File: config.mk
export PLATFORM = sky130hd
export DESIGN_NAME = pc_unit
export DESIGN_NICKNAME = d
export VERILOG_FILES = /design/src/rtl/pc_pkg.sv /design/src/rtl/pc_ras.sv /design/src/rtl/pc_unit.sv
export SDC_FILE = /design/constraint.sdc
export NUM_CORES = 1
export LEC_CHECK = 0
export CORE_MARGIN = 2
export CORE_UTILIZATION = 48
export DETAILED_ROUTE_END_ITERATION = 10
export PLACE_DENSITY = 0.88
export SLEW_MARGIN = 20
export SYNTH_ARGS = -nofsm -noshare
export SYNTH_HDL_FRONTEND = slang
export SYNTH_SLANG_ARGS = --single-unit
File: constraint.sdc
create_clock -name clk -period 6.9 [get_ports clk]
set_clock_uncertainty 0.1 [all_clocks]
set_input_delay 2.07 -clock clk [delete_from_list [all_inputs] [get_ports clk]]
set_output_delay 2.07 -clock clk [all_outputs]
set_load 0.03 [all_outputs]
File: src/rtl/pc_pkg.sv
// Shared state encoding and default parameter values for the program counter unit.
// Default values are widened to 64 bits here; each instance casts them to its own WIDTH.
package pc_pkg;

    typedef enum logic [1:0] {
        BOOT  = 2'd0,
        RUN   = 2'd1,
        FAULT = 2'd2
    } pc_state_t;

    localparam int          PC_WIDTH      = 64;
    localparam logic [63:0] PC_RESET_VEC  = 64'h0;
    localparam int          PC_INC        = 4;
    localparam int          PC_ALIGN_BITS = 2;
    localparam int          PC_RAS_DEPTH  = 4;

endpackage

File: src/rtl/pc_ras.sv
// Return-address stack: circular buffer with a top pointer and a saturating count.
// Latency: a push or pop is visible on top/empty/full one cycle later.
// Backpressure: none. A push when full overwrites the oldest entry; a pop when empty is dropped.
module pc_ras
    import pc_pkg::*;
#(
    parameter int WIDTH = PC_WIDTH,
    parameter int DEPTH = PC_RAS_DEPTH
) (
    input  logic             clk,
    input  logic             reset,
    input  logic             push,
    input  logic             pop,
    input  logic [WIDTH-1:0] push_data,
    output logic [WIDTH-1:0] top,
    output logic             empty,
    output logic             full
);

    localparam int PW = $clog2(DEPTH);

    logic [WIDTH-1:0] mem [DEPTH];
    logic [PW-1:0]    top_ptr;
    logic [PW:0]      count;
    logic             do_pop;

    assign do_pop = pop && (count != '0);
    assign empty  = (count == '0);
    assign full   = (count == (PW+1)'(DEPTH));
    assign top    = mem[top_ptr];

    always_ff @(posedge clk) begin
        if (reset) begin
            top_ptr <= '0;
            count   <= '0;
        end else if (push && do_pop) begin
            // Push and pop together replace the top in place.
            top_ptr <= top_ptr;
        end else if (push) begin
            top_ptr <= top_ptr + 1'b1;
            if (!full)
                count <= count + 1'b1;
        end else if (do_pop) begin
            top_ptr <= top_ptr - 1'b1;
            count   <= count - 1'b1;
        end
    end

    always_ff @(posedge clk) begin
        if (push && do_pop)
            mem[top_ptr] <= push_data;
        else if (push)
            mem[top_ptr + 1'b1] <= push_data;
    end

endmodule

File: src/rtl/pc_unit.sv
// Program counter with branch/exception/return redirects and alignment faulting; PC_RAS_EN builds the return stack.
// Latency: one cycle from qualified inputs to pc.
// Backpressure: write=0 stalls pc and the stack; exc overrides the stall.
module pc_unit
    import pc_pkg::*;
#(
    parameter int               WIDTH      = PC_WIDTH,
    parameter logic [WIDTH-1:0] RESET_VEC  = WIDTH'(PC_RESET_VEC),
    parameter int               INC        = PC_INC,
    parameter int               ALIGN_BITS = PC_ALIGN_BITS,
    parameter int               RAS_DEPTH  = PC_RAS_DEPTH
) (
    input  logic             clk,
    input  logic             reset,
    input  logic             write,
    input  logic             br_taken,
    input  logic [WIDTH-1:0] br_target,
    input  logic             call,
    input  logic             ret,
    input  logic             exc,
    input  logic [WIDTH-1:0] exc_vec,
    output logic [WIDTH-1:0] pc,
    output logic             misalign,
    output logic             ras_empty,
    output logic             ras_full
);

    localparam logic [WIDTH-1:0] ALIGN_MASK = (WIDTH'(1) << ALIGN_BITS) - WIDTH'(1);

    pc_state_t        state_q, state_d;
    logic [WIDTH-1:0] pc_q, pc_d, seq_pc, tgt;
    logic             misalign_q, misalign_d;

    assign seq_pc = pc_q + WIDTH'(INC);

`ifdef PC_RAS_EN
    logic             ras_push, ras_pop, ras_hit;
    logic [WIDTH-1:0] ras_top;

    assign ras_hit = ret && !ras_empty;

    pc_ras #(
        .WIDTH (WIDTH),
        .DEPTH (RAS_DEPTH)
    ) u_ras (
        .clk       (clk),
        .reset     (reset),
        .push      (ras_push),
        .pop       (ras_pop),
        .push_data (seq_pc),
        .top       (ras_top),
        .empty     (ras_empty),
        .full      (ras_full)
    );
`else
    logic unused_ras;
    assign unused_ras = call ^ ret;
    assign ras_empty  = 1'b1;
    assign ras_full   = 1'b0;
`endif

    always_ff @(posedge clk) begin
        if (reset) begin
            state_q    <= BOOT;
            pc_q       <= RESET_VEC;
            misalign_q <= 1'b0;
        end else begin
            state_q    <= state_d;
            pc_q       <= pc_d;
            misalign_q <= misalign_d;
        end
    end

    always_comb begin
        state_d    = state_q;
        pc_d       = pc_q;
        misalign_d = misalign_q;
        tgt        = seq_pc;
`ifdef PC_RAS_EN
        ras_push   = 1'b0;
        ras_pop    = 1'b0;
`endif
        if (exc) begin
            // Exception vectors are trusted; they always load and clear a fault.
            pc_d       = exc_vec;
            misalign_d = 1'b0;
            state_d    = RUN;
        end else begin
            case (state_q)
                BOOT:  state_d = RUN;
                RUN: begin
                    if (write) begin
`ifdef PC_RAS_EN
                        if (ras_hit)
                            tgt = ras_top;
                        else
`endif
                        if (br_taken)
                            tgt = br_target;
                        else
                            tgt = seq_pc;
                        // A faulting redirect leaves pc and the stack untouched.
                        if ((tgt & ALIGN_MASK) != '0) begin
                            misalign_d = 1'b1;
                            state_d    = FAULT;
                        end else begin
                            pc_d = tgt;
`ifdef PC_RAS_EN
                            ras_push = call;
                            ras_pop  = ras_hit;
`endif
                        end
                    end
                end
                FAULT: state_d = FAULT;
                default: state_d = BOOT;
            endcase
        end
    end

    assign pc       = pc_q;
    assign misalign = misalign_q;

endmodule
==> impl_results.md, run 1 <==
- CP peak stage delay: 670 ps
- Initial Util: between 40% and 50%
- Initial DRC Count: 841
- CTS tree: done
- Ys async rst share: 0%
- Post-synth top area share: between 20% and 30%
- Global-route wire length before repair: 32.2 mm
- Main flop type after synthesis: dfxtp_1
- Drt first pass iters: 5
- Setup TNS after final layout: 0 ps
- Crit end category: register
- H-tree depth: 3
- Yosys reg bits: 67
- Clock Path Buffers: 2
- GPL Wtd Cong: just under 1
- Layout cell share with drive strength beyond 1: under 10%
- Cells after synthesis: 740
- ANT nets after route: 0
- Synth warn: 0
- Core area: slightly above 10,000 µm²
- DP HPWL: 14.0 mm
- Sequential area share after synthesis: between 20% and 30%
- Final net count: just over 1k
- Slew @ Worst Pin: ~1100 ps
- Post-layout min period: approximately 4600 ps
- WL final: 20.4 mm
- CTS Buf Count: 9
- Headroom to the max-slew limit: 28.6%
- Unrepaired setup endpoints after global routing: no
- Via count: around 6.8k
- Pwr/cell area: between 150 and 200 nW/µm²
- Initial antenna violation count: 0
- Clock root cell: clkbuf_8
- Die area: about 11,000 µm²
- Clock transition at path regs: roughly 70 ps
- Final setup vio count: 0
- Critical path peak fanout: 64
- Area grow syn2layout: 42.2%
- Post-route total power: 1.19 mW
- Hold Path Class: register to register
- EDFF count, synth: 0
- CP cell instances: clkdlybuf4s50_1 > or3b_1 > a21oi_4 > buf_4 > nand3_1 > o22ai_1
- WP data arrival: ~4700 ps
- Port Buffers: 197
- Post-place instance area: around 7000 µm²
- Utilization after layout: a little over two thirds
- CP required: 7060 ps
- Hold buffers post-CTS: 0
- Synth area leaders: dfxtp_1, a21oi_1, nand3_1, nand2_1, nor2_1
- Crit path kind: primary input to register
- Max Slew Vio Count: 0
- Die width: between 100 and 150 µm
- Final Worst Setup Slack: 2320 ps
- Total gr overflow: 0
- Ports: 202
- Post-synthesis cell type count: 66
- Peak VDD IR: slightly below 0.0001 V
- Clock Latency Late Sink: between 300 and 400 ps
- Syn_area_per_cell: between 6 and 7 µm²
- Fill cell total of the finished layout: approximately 880
- Largest net degree at the start of global routing: 70
- Max-Cap Viols: 0
- R2R Setup Slk: between 3000 and 4000 ps
- CTS Sinks: 67
- Leak: 2.46 nW
- Dpl ws: approximately 2000 ps
- Cell taking the most area after synthesis: dfxtp_1
- Crit-path slowest cell: nand3_1
- Fmax: 218 MHz
- Post-CTS setup repair buffer count: 0
- Vias in the first global route: roughly 6.4k
- Hold Violations, Final: 0
- Via-per-instance ratio: around 6.5
- Critical path launch point type: primary input
- Final period util: 66.4%
- Die height: about 110 µm
- DR WL/cell: around 20 µm
- Rows: 37
- Post-CTS Resized: 0
- # DRC: 0
- Cell Area, Synth: 5110 µm²
- GRT Overall Usage: 35.0%
- Design Area, Final: 7280 µm²
- Net Count, Synth: between 800 and 900
- Status: completed
- Antenna fix cells: 0
[flip-flops by register name, summed over array words and instances (netlist names)]
name	flops
state_q	2
misalign	1
pc	64
[cell families after synthesis]
family	count (synthesis)	synth area share, %
muxes	10	1.98
xor gates and xnor gates	19	3.25
buffers and inverters	73	5.80
adders and majority gates	3	0.734
and+or+nand+nor	344	34.4
DFF	67	26.2
AOI/OAI and AO/OA	222	27.4
other	2	0.147
[final timing paths]
| kind | startpoint | endpoint | cells past startpoint |
|---|---|---|---|
| setup reg to reg | pc[3] | pc[34] | 7 |
| hold reg to reg | pc[0] | pc[0] | 2 |
| setup / recovery | br_target[1] | pc[61] | 6 |
| hold / removal | pc[0] | pc[0] | 2 |
[layer usage]
metal  wire length (µm)  share of wire [%]  global-route usage (%)  up-vias
li1                   -                  -                       -     3069
met1               8060                 40                    45.1     3162
met2               9590                 47                    56.9      474
met3               2070                 10                    6.38       71
met4                660                3.2                    15.8        0
met5                  0                  0                       0        -
[cell usage after synthesis, types with 9 or more instances]
cell,instances
o22ai_1,22
xnor2_1,11
inv_1,11
nor3_1,28
nand4_1,20
and3_1,17
nand2_1,92
clkbuf_1,43
nor4_1,12
o21ai_0,39
nand2b_1,11
dfxtp_1,67
nand3_1,70
nor2_1,57
a31oi_1,10
a21oi_1,78
mux2i_1,9
[worst max-delay path: cells and delay by family]
kind / cells / cell delay [ps]
and+or+nand+nor: 2 / 1170
buffers and inverters: 2 / 1000
AOI/OAI and AO/OA: 2 / 480
[final cells by class]
type	count	area, µm²	area share [%]
inverters	12	45.0	0.619
repair buffers	205	2020	27.7
multi-input cells	600	3490	48.0
clock buffers	14	183	2.51
clock inverters	1	30.0	0.413
flip-flops and latches	67	1340	18.4
well taps	136	170	2.34
[per-stage QoR]
stage	hold WS, ps	instances
after floorplan	360	740
after global placement	357	1020
after detailed placement	381	1020
after CTS	397	1035
after global routing	421	1035
final	399	1035
[placed cells by master, fill, tap and decap left out, types with 12 or more instances in the layout]
cell	synthesis	routed
and3_1	17	17
nand4_1	20	20
nand2_1	92	92
clkbuf_8	0	13
nand3_1	70	70
nor3_1	28	28
nor2_1	57	57
o22ai_1	22	22
a21oi_1	78	77
dfxtp_1	67	67
clkdlybuf4s50_1	0	194
nor4_1	12	12
o21ai_0	39	39
[power breakdown]
| group | internal (mW) | switching (mW) | leakage [nW] |
|---|---|---|---|
| registers | 0.416 | 0.0529 | 0.555 |
| clock network | 0.205 | 0.160 | 0.109 |
| logic | 0.170 | 0.186 | 1.80 |
| total | 0.791 | 0.398 | 2.46 |
Note: power is estimated with default switching activity, not from simulation.
==> run 2, diff against run 1 <==
Settings changed: CORE_UTILIZATION 48 to 40, PLACE_DENSITY 0.88 to 0.79.
Clock period 6.9 ns to 4 ns, I/O delays scaled along.
==> impl_results.md, run 2 (synthesis gave the netlist of run 1 again) <==
- WP data arrival: roughly 3400 ps
- Via-per-instance ratio: ~6
- Port Buffers: slightly below 200
- Clock root cell: clkbuf_16
- Clock Path Buffers: 2
- Max Slew Vio Count: 0
- Largest net degree at the start of global routing: 64
- Largest register FFs: between 60 and 70
- Die area: about 14,000 µm²
- GRT Overall Usage: between 20 and 30%
- CTS Sinks: 67
- DR WL/cell: 18.2 µm
- Clock Latency Late Sink: ~330 ps
- Crit end category: register
- Pwr/cell area: between 200 and 300 nW/µm²
- Via count: 6,504
- Hold Violations, Final: 0
- WL final: between 15 and 20 mm
- DP HPWL: between 10 and 15 mm
- Critical path launch point type: primary input
- Leak: ~2.6 nW
- Slew @ Worst Pin: 1170 ps
- Reg2reg end: pc[56]
- Max-Cap Viols: 0
- Reg area: between 1000 and 1500 µm²
- Core area: around 13,000 µm²
- Die width: 117 µm
- Global-route wire length before repair: roughly 30 mm
- Layout cell share with drive strength beyond 1: about 5.7%
- Final setup vio count: 0
- Final period util: roughly four fifths
- R2R Setup Slk: roughly 1000 ps
- Hold Crit Start: pc[0]
- Min-Delay Endpoint: pc[0]
- H-tree depth: 3
- GPL Wtd Cong: 0.905
- Post-CTS setup repair buffer count: 0
- Fmax: 314 MHz
- Clock transition at path regs: ~50 ps
- CTS tree: done
- CTS Buf Count: 9
- R2R Path Start: pc[2]
- Most common cell after layout, fill and taps aside: clkdlybuf4s50_1
- Commonest non-fill, non-tap cells in the layout: clkdlybuf4s50_1, nand2_1, a21oi_1
- Antenna fix cells: 0
- WHS: 384 ps
- Headroom to the max-slew limit: a little over a fifth
- CP required: between 4000 and 5000 ps
- Area grow syn2layout: 46.6%
- Post-place instance area: approximately 7200 µm²
- Initial Util: between 40% and 50%
- Peak VDD IR: 0.000165 V
- Critical path peak fanout: 15
- Post-CTS Resized: 0
- Unrepaired setup endpoints after global routing: no
- Setup TNS after final layout: 0 ps
- ANT nets after route: 0
- Crit path kind: primary input to register
- # DRC: 0
- Multi-input logic area: approximately 3500 µm²
- WHS Path Cells: 2
- Ports: between 200 and 250
- Drt first pass iters: 5
- Vias in the first global route: approximately 6.0k
- Fill cell total of the finished layout: about 1.2k
- Die height: roughly 120 µm
- Rows: 41
- Post-layout min period: 3190 ps
- Initial antenna violation count: 0
- Hold Path Class: register to register
- Total gr overflow: 0
- Initial DRC Count: approximately 630
- Final net count: roughly 1.0k
- Status: completed
- Design Area, Final: around 7500 µm²
- Utilization after layout: 59.7%
- Worst Reg-to-Reg Cells: 7
- Hold buffers post-CTS: 0
run 2: how the worst max path moves through the flow:
stage	endpoint	depth (start not counted)	startpoint
floorplan	pc[20]	7	br_target[1]
global placement	pc[59]	8	br_target[1]
detailed placement	pc[45]	9	br_target[1]
CTS	pc[45]	9	br_target[1]
global route	pc[43]	9	br_target[1]
finish	pc[59]	8	br_target[1]
run 2: stage by stage:
stage | std cells | power (mW) | setup slack, ps
4_1_cts | 1081 | 2.16 | 822
3_3_place_gp | 1069 | 1.42 | 498
6_report | 1081 | 2.16 | 813
5_1_grt | 1081 | 2.24 | 674
3_5_place_dp | 1069 | 1.43 | 483
2_1_floorplan | 740 | 1.12 | 1030
run 2: per-layer routing:
| layer | GRT usage [%] | wire length, µm | vias up |
|---|---|---|---|
| li1 | - | - | 3102 |
| met1 | 38.8 | 8390 | 3013 |
| met2 | 44.9 | 8920 | 341 |
| met3 | 4.84 | 1800 | 48 |
| met4 | 11.7 | 541 | 0 |
| met5 | 0 | 0 | - |
run 2: layout make-up:
class,instances,share of cell area (%)
Inverter,12,0.601
Clock buffer,12,3.42
Timing Repair Buffer,218,28.7
Tap cell,172,2.87
Sequential cell,67,17.9
Multi-Input combinational cell,600,46.5
run 2: worst max-delay path, cell delays in order:
cell and delay, ps:
clkdlybuf4s50_1 390, or3b_1 490, a211oi_2 300, buf_12 190, a21oi_1 40, or4_1 410
o22a_1 190, a21oi_1 130
run 2: power breakdown:
group | total [mW] | internal [mW] | switching [mW]
clock | 0.728 | 0.440 | 0.288
combinational | 0.616 | 0.302 | 0.314
sequential | 0.811 | 0.719 | 0.0925
total | 2.16 | 1.46 | 0.695
